File: src/rtl/irq_controller4_pkg.sv
// Shared constants and types for the four-source interrupt controller.
// Holds the controller state encoding and the source count.
package irq_controller4_pkg;

   localparam int NUM_IRQ = 4;

   typedef enum logic [1:0] {
      ST_IDLE    = 2'd0,
      ST_ASSERT  = 2'd1,
      ST_SERVICE = 2'd2
   } state_t;

endpackage

File: src/rtl/priorityEncoder4bit.sv
// Four-input priority encoder, bit 3 highest priority.
// Ports: i (requests), enable, out = {valid, index[1:0]}.
module priorityEncoder4bit (
   input  logic [3:0] i,
   input  logic       enable,
   output logic [2:0] out
);

   always_comb begin
      out = 3'b000;
      if (enable) begin
         if (i[3])
            out = 3'b111;
         else if (i[2])
            out = 3'b110;
         else if (i[1])
            out = 3'b101;
         else if (i[0])
            out = 3'b100;
      end
   end

endmodule

File: src/rtl/irq_controller4.sv
// Four-source edge-triggered interrupt controller with mask,
// priority arbitration and ack / end-of-interrupt handshakes.
// Ports: clk, reset (sync, active-high), enable, req[3:0],
//   mask_wr, mask_in[3:0], ack, eoi -> irq, irq_id[1:0],
//   in_service, pending[3:0], mask[3:0].
module irq_controller4
   import irq_controller4_pkg::*;
#(
   parameter logic [NUM_IRQ-1:0] MASK_RESET = 4'hF
) (
   input  logic               clk,
   input  logic               reset,
   input  logic               enable,
   input  logic [NUM_IRQ-1:0] req,
   input  logic               mask_wr,
   input  logic [NUM_IRQ-1:0] mask_in,
   input  logic               ack,
   input  logic               eoi,
   output logic               irq,
   output logic [1:0]         irq_id,
   output logic               in_service,
   output logic [NUM_IRQ-1:0] pending,
   output logic [NUM_IRQ-1:0] mask
);

   state_t             state;
   logic [NUM_IRQ-1:0] req_q;
   logic [NUM_IRQ-1:0] rise;
   logic [NUM_IRQ-1:0] clr;
   logic [NUM_IRQ-1:0] enc_in;
   logic [2:0]         enc;

   assign rise   = req & ~req_q;
   assign enc_in = pending & ~mask;

   priorityEncoder4bit u_enc (
      .i      (enc_in),
      .enable (enable),
      .out    (enc)
   );

   // Acknowledge retires only the source being serviced.
   always_comb begin
      clr = '0;
      if (state == ST_ASSERT && ack)
         clr[irq_id] = 1'b1;
   end

   always_ff @(posedge clk) begin
      if (reset) begin
         req_q   <= '0;
         pending <= '0;
         mask    <= MASK_RESET;
      end else begin
         req_q   <= req;
         // A fresh edge wins over a same-cycle clear.
         pending <= (pending & ~clr) | rise;
         if (mask_wr)
            mask <= mask_in;
      end
   end

   // Once asserted, a request is held until ack even if it
   // gets masked or enable drops.
   always_ff @(posedge clk) begin
      if (reset) begin
         state      <= ST_IDLE;
         irq        <= 1'b0;
         irq_id     <= 2'd0;
         in_service <= 1'b0;
      end else begin
         unique case (state)
            ST_IDLE: begin
               if (enc[2]) begin
                  irq_id <= enc[1:0];
                  irq    <= 1'b1;
                  state  <= ST_ASSERT;
               end
            end
            ST_ASSERT: begin
               if (ack) begin
                  irq        <= 1'b0;
                  in_service <= 1'b1;
                  state      <= ST_SERVICE;
               end
            end
            ST_SERVICE: begin
               if (eoi) begin
                  in_service <= 1'b0;
                  state      <= ST_IDLE;
               end
            end
            default: begin
               irq        <= 1'b0;
               in_service <= 1'b0;
               state      <= ST_IDLE;
            end
         endcase
      end
   end

endmodule

File: config.mk
export PLATFORM = sky130hd
export DESIGN_NAME = irq_controller4
export DESIGN_NICKNAME = d
export VERILOG_FILES = /design/src/rtl/irq_controller4_pkg.sv /design/src/rtl/priorityEncoder4bit.sv /design/src/rtl/irq_controller4.sv
export SDC_FILE = /design/constraint.sdc
export NUM_CORES = 1
export LEC_CHECK = 0
export CAP_MARGIN = 20
export CORE_AREA = 3 3 48 50
export DETAILED_ROUTE_END_ITERATION = 8
export DIE_AREA = 0 0 51 53
export HOLD_SLACK_MARGIN = 0.1
export PLACE_DENSITY = 0.7
export SLEW_MARGIN = 10
export SYNTH_ARGS = -nofsm -noshare
export SYNTH_HDL_FRONTEND = slang
export SYNTH_SLANG_ARGS = --single-unit
File: constraint.sdc
create_clock -name clk -period 1.2 [get_ports clk]
set_clock_uncertainty 0.15 [all_clocks]
set_input_delay 0.36 -clock clk [delete_from_list [all_inputs] [get_ports clk]]
set_output_delay 0.36 -clock clk [all_outputs]
set_load 0.005 [all_outputs]
== Word-level counts from Yosys, hierarchy flattened ==
Index checks and enable logic that the tools add are counted.

* $lt $le $gt $ge: 2
* Equality and inequality tests: 5
* Multiplexer cells: 18
* Bitwise logic cells: 9
* Reductions and logical operators: 7

{| class="wikitable"
|+ Operators with widths
! operator !! number
|-
| two-way mux 3 bit || 5
|-
| bitwise AND 4 bit || 3
|-
| inverter 4 bit || 3
|-
| AND reduction 3 bit || 3
|-
| two-way mux 2 bit || 3
|-
| != test 2 bit (second input constant) || 3
|-
| one-hot mux 1 bit (3 select lines) || 2
|-
| one-hot mux 2 bit (3 select lines) || 1
|-
| two-way mux 1 bit || 5
|-
| two-way mux 4 bit || 1
|-
| OR 4 bit || 1
|-
| less-than comparator 2 x 3 -> 1 bit (second input constant) || 1
|-
| demux 1 bit (select 2 bit) || 1
|-
| == test 2 x 1 -> 1 bit (second input constant) || 1
|-
| == test 2 bit (second input constant) || 1
|-
| >= comparator 2 x 1 -> 1 bit (second input constant) || 1
|-
| logical AND 1 bit || 2
|-
| logical NOT 2 bit || 1
|-
| inverter 1 bit || 2
|-
| AND reduction 2 bit || 1
|}

* Flip-flop bits (word level): 18
* Bits of input ports: 14
* Logic and storage cells: 48

== Longest topological paths before layout ==
* Word-level depth: 9
* Mapped depth: 4
* Gate-level depth less buffers: 4

== Cells and area by module ==
From an unflattened synthesis, not the netlist that was laid out.

* Cells, all modules: 78
* Area, all modules: 760.7 µm²

{| class="wikitable"
|+ Modules (own cells, without submodules)
! module !! instances !! cells an instance !! area an instance (µm²)
|-
| irq_controller4 || 1 || 74 || 728.2
|-
| priorityEncoder4bit || 1 || 4 || 32.5
|}

== Worst setup path after synthesis ==
Ideal clock, no wire load.

* Path type: register to register
* Start: register pending[1]
* End: register irq_id[0]
* Data arrival time: 1.101 ns
* Required time: 0.964 ns
* Setup slack: -0.136 ns
* Stages on the path, launching flop included: 5
* Buffers on the path: 0
* Clock period less this slack: 1.336 ns
* Cell sequence: dfxtp_1 > nor2b_4 > o41ai_4 > nor3_1 > a211oi_1

* Longest elaborated chain between the ends: 6

{| class="wikitable"
|+ RTL lines
! item !! RTL line !! text
|-
| from (decl) || irq_controller4.sv:22 || <nowiki>output logic [NUM_IRQ-1:0] pending,</nowiki>
|-
| from (signal assigned) || irq_controller4.sv:57 || <nowiki>pending <= (pending & ~clr) | rise;</nowiki>
|-
| bitwise AND 4 bit (*) || irq_controller4.sv:34 || <nowiki>assign enc_in = pending & ~mask;</nowiki>
|-
| two-way mux 3 bit (*) || priorityEncoder4bit.sv:16 || <nowiki>else if (i[1])</nowiki>
|-
| two-way mux 3 bit (*) || priorityEncoder4bit.sv:14 || <nowiki>else if (i[2])</nowiki>
|-
| two-way mux 3 bit (*) || priorityEncoder4bit.sv:12 || <nowiki>if (i[3])</nowiki>
|-
| two-way mux 3 bit (*) || priorityEncoder4bit.sv:11 || <nowiki>if (enable) begin</nowiki>
|-
| AND reduction 2 bit (no line) || - ||
|-
| to (signal assigned) || irq_controller4.sv:75 || <nowiki>irq_id <= enc[1:0];</nowiki>
|-
| to (decl) || irq_controller4.sv:20 || <nowiki>output logic [1:0] irq_id,</nowiki>
|}

Mark *: on every way between the ends. The rest lies on a longest branch, timed or not.
A chain may end at the register's enable or synchronous reset.

== Final worst setup path ==
* Start: register pending[1]
* End: register state[0]

* Longest elaborated chain between the ends: 7

{| class="wikitable"
|+ RTL lines
! item !! RTL line !! text
|-
| bitwise AND 4 bit || irq_controller4.sv:34 ||
|-
| two-way mux 3 bit || priorityEncoder4bit.sv:16 ||
|-
| two-way mux 3 bit || priorityEncoder4bit.sv:14 ||
|-
| two-way mux 3 bit || priorityEncoder4bit.sv:12 ||
|-
| two-way mux 3 bit || priorityEncoder4bit.sv:11 ||
|-
| != test 2 bit (no line) || - ||
|-
| AND reduction 3 bit (no line) || - ||
|-
| to (signal assigned) || irq_controller4.sv:67 || <nowiki>state <= ST_IDLE;</nowiki>
|-
| to (signal assigned) || irq_controller4.sv:77 || <nowiki>state <= ST_ASSERT;</nowiki>
|-
| to (signal assigned) || irq_controller4.sv:84 || <nowiki>state <= ST_SERVICE;</nowiki>
|-
| to (decl) || irq_controller4.sv:26 || <nowiki>state_t state;</nowiki>
|}

No other way between the ends.

==> impl_results.md <==
- Leakage: 0.5323 nW
- Seq/Total Area, Yosys: 0.4932
- WHS Path Cells: 2
- Most numerous cell in the Yosys netlist: dfxtp_1
- Placement Cell Area: 1106 µm²
- Worst-skew pair later-pin latency: 290 ps
- Critical path depth: 5
- P per Cell Area: 994.7 nW/µm²
- Worst reg-to-reg setup slack: -250 ps
- Clock slew at reported path FFs: 100 ps
- Setup crit end kind: register
- Final cycle utilization of the critical path: 1.207
- Routed len/inst: 13.35 µm
- Synth top area share: 0.4932
- Synth area leader: dfxtp_1
- Setup-failing EPs final: 17
- Adder-cell share of the synthesized area: 0
- Delay-heaviest family, CP: compound AO/OA/AOI/OAI gates
- CP Class: reg -> reg
- Main combinational cell family by area after synthesis: simple AND/OR/NAND/NOR gates
- CP peak stage delay: 370 ps
- CP startpoint: pending[1]$_SDFF_PP0_
- Average vias per placed instance: 4.834
- ANT nets after route: 0
- Most frequent cells after synthesis: 18 x dfxtp_1, 12 x nor2b_1, 9 x a21oi_1
- Synth Area in Compound Gates: 0.2106
- Root buf cell: clkbuf_4
- Slew headroom: 0.7952
- RSZ-0062 raised after global routing: yes
- Synth Area in Simple Gates: 0.2808
- Max_cap viols: 0
- Mapped Nets: 89
- Inserted Diodes: 0
- Largest net degree at the start of global routing: 11
- IO Count: 26
- Tot GR Track Use: 0.1576
- Clock Tree Buf Depth: 2
- Die W: 51 µm
- IO buf count: 25
- Minimum clock period: 1448 ps
- WP data required: 1230 ps
- Detailed placer's ending HPWL: 1311 µm
- PnR worst setup slack: -248.1 ps
- GR Overflow Total: 0
- CP Capture Point: state[0]$_SDFFE_PP0P_
- Placeable Area: 1942 µm²
- Slowest-stage cell, CP: o41ai_4
- Top cells by area, synth: dfxtp_1 49%, nor2b_1 10%, a21oi_1 6.2%
- Number of enable flip-flop cells after synthesis: 0
- Synthesis Warnings: 0
- Num CTS Buffers: 3
- FMAX: 690.6 MHz
- Synth unique cells: 23
- Via count: 730
- Register Area: 380.4 µm²
- Post-synthesis mux area share: 0
- Least-Margin Pin Slew: 306.1 ps
- Status: finished, violations left
- Site row count: 16
- Yosys reg bits: 18
- Fillers: 158
- Startpoint types: register
- Synth async-reset ratio: 0
- Placer Congestion: 0.7047
- Cell Area, Synth: 730.7 µm²
- Layout cells sized above 1: 0.5645
- Hold Crit Class: reg -> reg
- Syn Inst Count: 75
- GR Layer Usage met2: 0.2768
- Layout Nets: 140
- Met1 Usage GRT: 0.1801
- Hold slack: 332.9 ps
- Initial DRT Pass Iterations: 2
- H-tree depth: 1
- Setup TNS: -1434 ps
- Crit-path cells: buf_6, nor2b_4, o41ai_4, buf_4, a221oi_2
- Max-slew violation total from the final report: 0
- Post-Synth XOR/XNOR Area: 0
- CTS sink cnt: 18
- Number of global-route vias before repair: 739
- Initial core utilization: 0.3763
- Primary FF master, synth: dfxtp_1
- Initial antenna violation count: 0
- CP arrival: 1480 ps
- Area of the multi-input gates: 419.2 µm²
- FF-to-FF path depth: 5
- Pre-CTS setup slack: -576.8 ps
- Reg2reg start: pending[1]$_SDFF_PP0_
- Peak VDD IR: 771.0 µV
- Layout area overhead: 75.17%
- Global route hottest layer: met2
- Global-route wire length before repair: 3139 µm
- Violated checks: setup timing
- Final hold vios: 0
- Reg2reg end: state[0]$_SDFFE_PP0P_
- Die H: 53 µm
- Met3 GRT Util: 0.03944
- Worst path bufs/invs: 2
- Iteration-0 DRC Markers: 3
- Die Area: 2703 µm²
- Worst Path Max Fanout: 3
- Syn_area_per_cell: 9.743 µm²
- Final Instance Area: 1280 µm²
- DRC violations left: 0
- Routed wire length: 2016 µm
- Hold Buf Count CTS: 0
- CTS tree: built
==> stage by stage <==
stage | std cells | util | power, W
floorplan | 75 | - | 0.0007738
CTS | 151 | 0.6231 | 0.001244
detailed placement | 137 | 0.5696 | 0.0009283
global placement | 137 | 0.5696 | 0.0009217
finish | 151 | 0.6591 | 0.001273
global route | 151 | 0.6591 | 0.001349
==> per-layer routing <==
layer,up-vias,share of wire
met5,-,0
met4,0,0.030
met3,8,0.067
met2,24,0.50
met1,330,0.40
li1,368,-
==> how the worst min path moves through the flow <==
stage / from / end / slack [ps]
2_1_floorplan: irq$_SDFFE_PP0P_ / irq$_SDFFE_PP0P_ / 300
6_report: req_q[0]$_SDFF_PP0_ / pending[0]$_SDFF_PP0_ / 330
3_5_place_dp: irq$_SDFFE_PP0P_ / irq$_SDFFE_PP0P_ / 320
3_3_place_gp: irq$_SDFFE_PP0P_ / irq$_SDFFE_PP0P_ / 310
5_1_grt: irq$_SDFFE_PP0P_ / irq$_SDFFE_PP0P_ / 350
4_1_cts: req_q[0]$_SDFF_PP0_ / pending[0]$_SDFF_PP0_ / 340
==> kinds of logic (layout without fill, tap and decap cells) <==
logic type / after synthesis / after routing
AOI/OAI and AO/OA: 21 / 21
buffers and inverters: 3 / 52
DFF: 18 / 18
and+or+nand+nor: 33 / 33
==> report_power, final <==
| group | switching (W) | leakage, nW | internal, W | total (W) |
|---|---|---|---|---|
| clock network | 0.000177 | 0.0138 | 0.000117 | 0.000294 |
| registers | 0.0000274 | 0.152 | 0.000641 | 0.000669 |
| logic | 0.000119 | 0.367 | 0.000192 | 0.000310 |
| total | 0.000323 | 0.532 | 0.000950 | 0.00127 |
==> registers in the layout (all words and copies together), names as in the netlist <==
name and cells:
mask 4, pending 4, req_q 4, irq_id 2
state 2, in_service 1, irq 1
==> worst reg2reg max path: stages, from the launching register on <==
cell and delay (ps):
dfxtp_2 340, buf_6 110, nor2b_4 130, o41ai_4 370, buf_4 190, a221oi_2 50
==> placed cells by master (no fill, tap or decap), types with 2 or more instances in the layout <==
master and instances:
a211o_1 4, a21oi_2 5, clkbuf_4 3, o31ai_1 2
o21ai_2 2, nor2b_4 3, a21oi_1 4, dfxtp_2 13
nand3_2 2, buf_4 15, nor2b_1 11, nand2_1 3
buf_2 6, dlygate4sd2_1 3, nand2b_1 2, nor2_1 6
buf_6 13, dfxtp_1 4, clkdlybuf4s50_1 10
==> what timing repair did <==
action,4_1_cts,5_1_grt
gates cloned,0,0
buffers inserted,11,1
resized for setup,69,22
pin swaps,3,10
endpoints found under the setup margin,24,24
==> layout make-up <==
class	count	area share
clock buffer	3	0.01760
inverter	1	0.002933
multi-input combinational	54	0.3275
sequential	18	0.2972
tap	27	0.02639
timing repair buffer	48	0.3284
(Power assumes the default switching activity.)
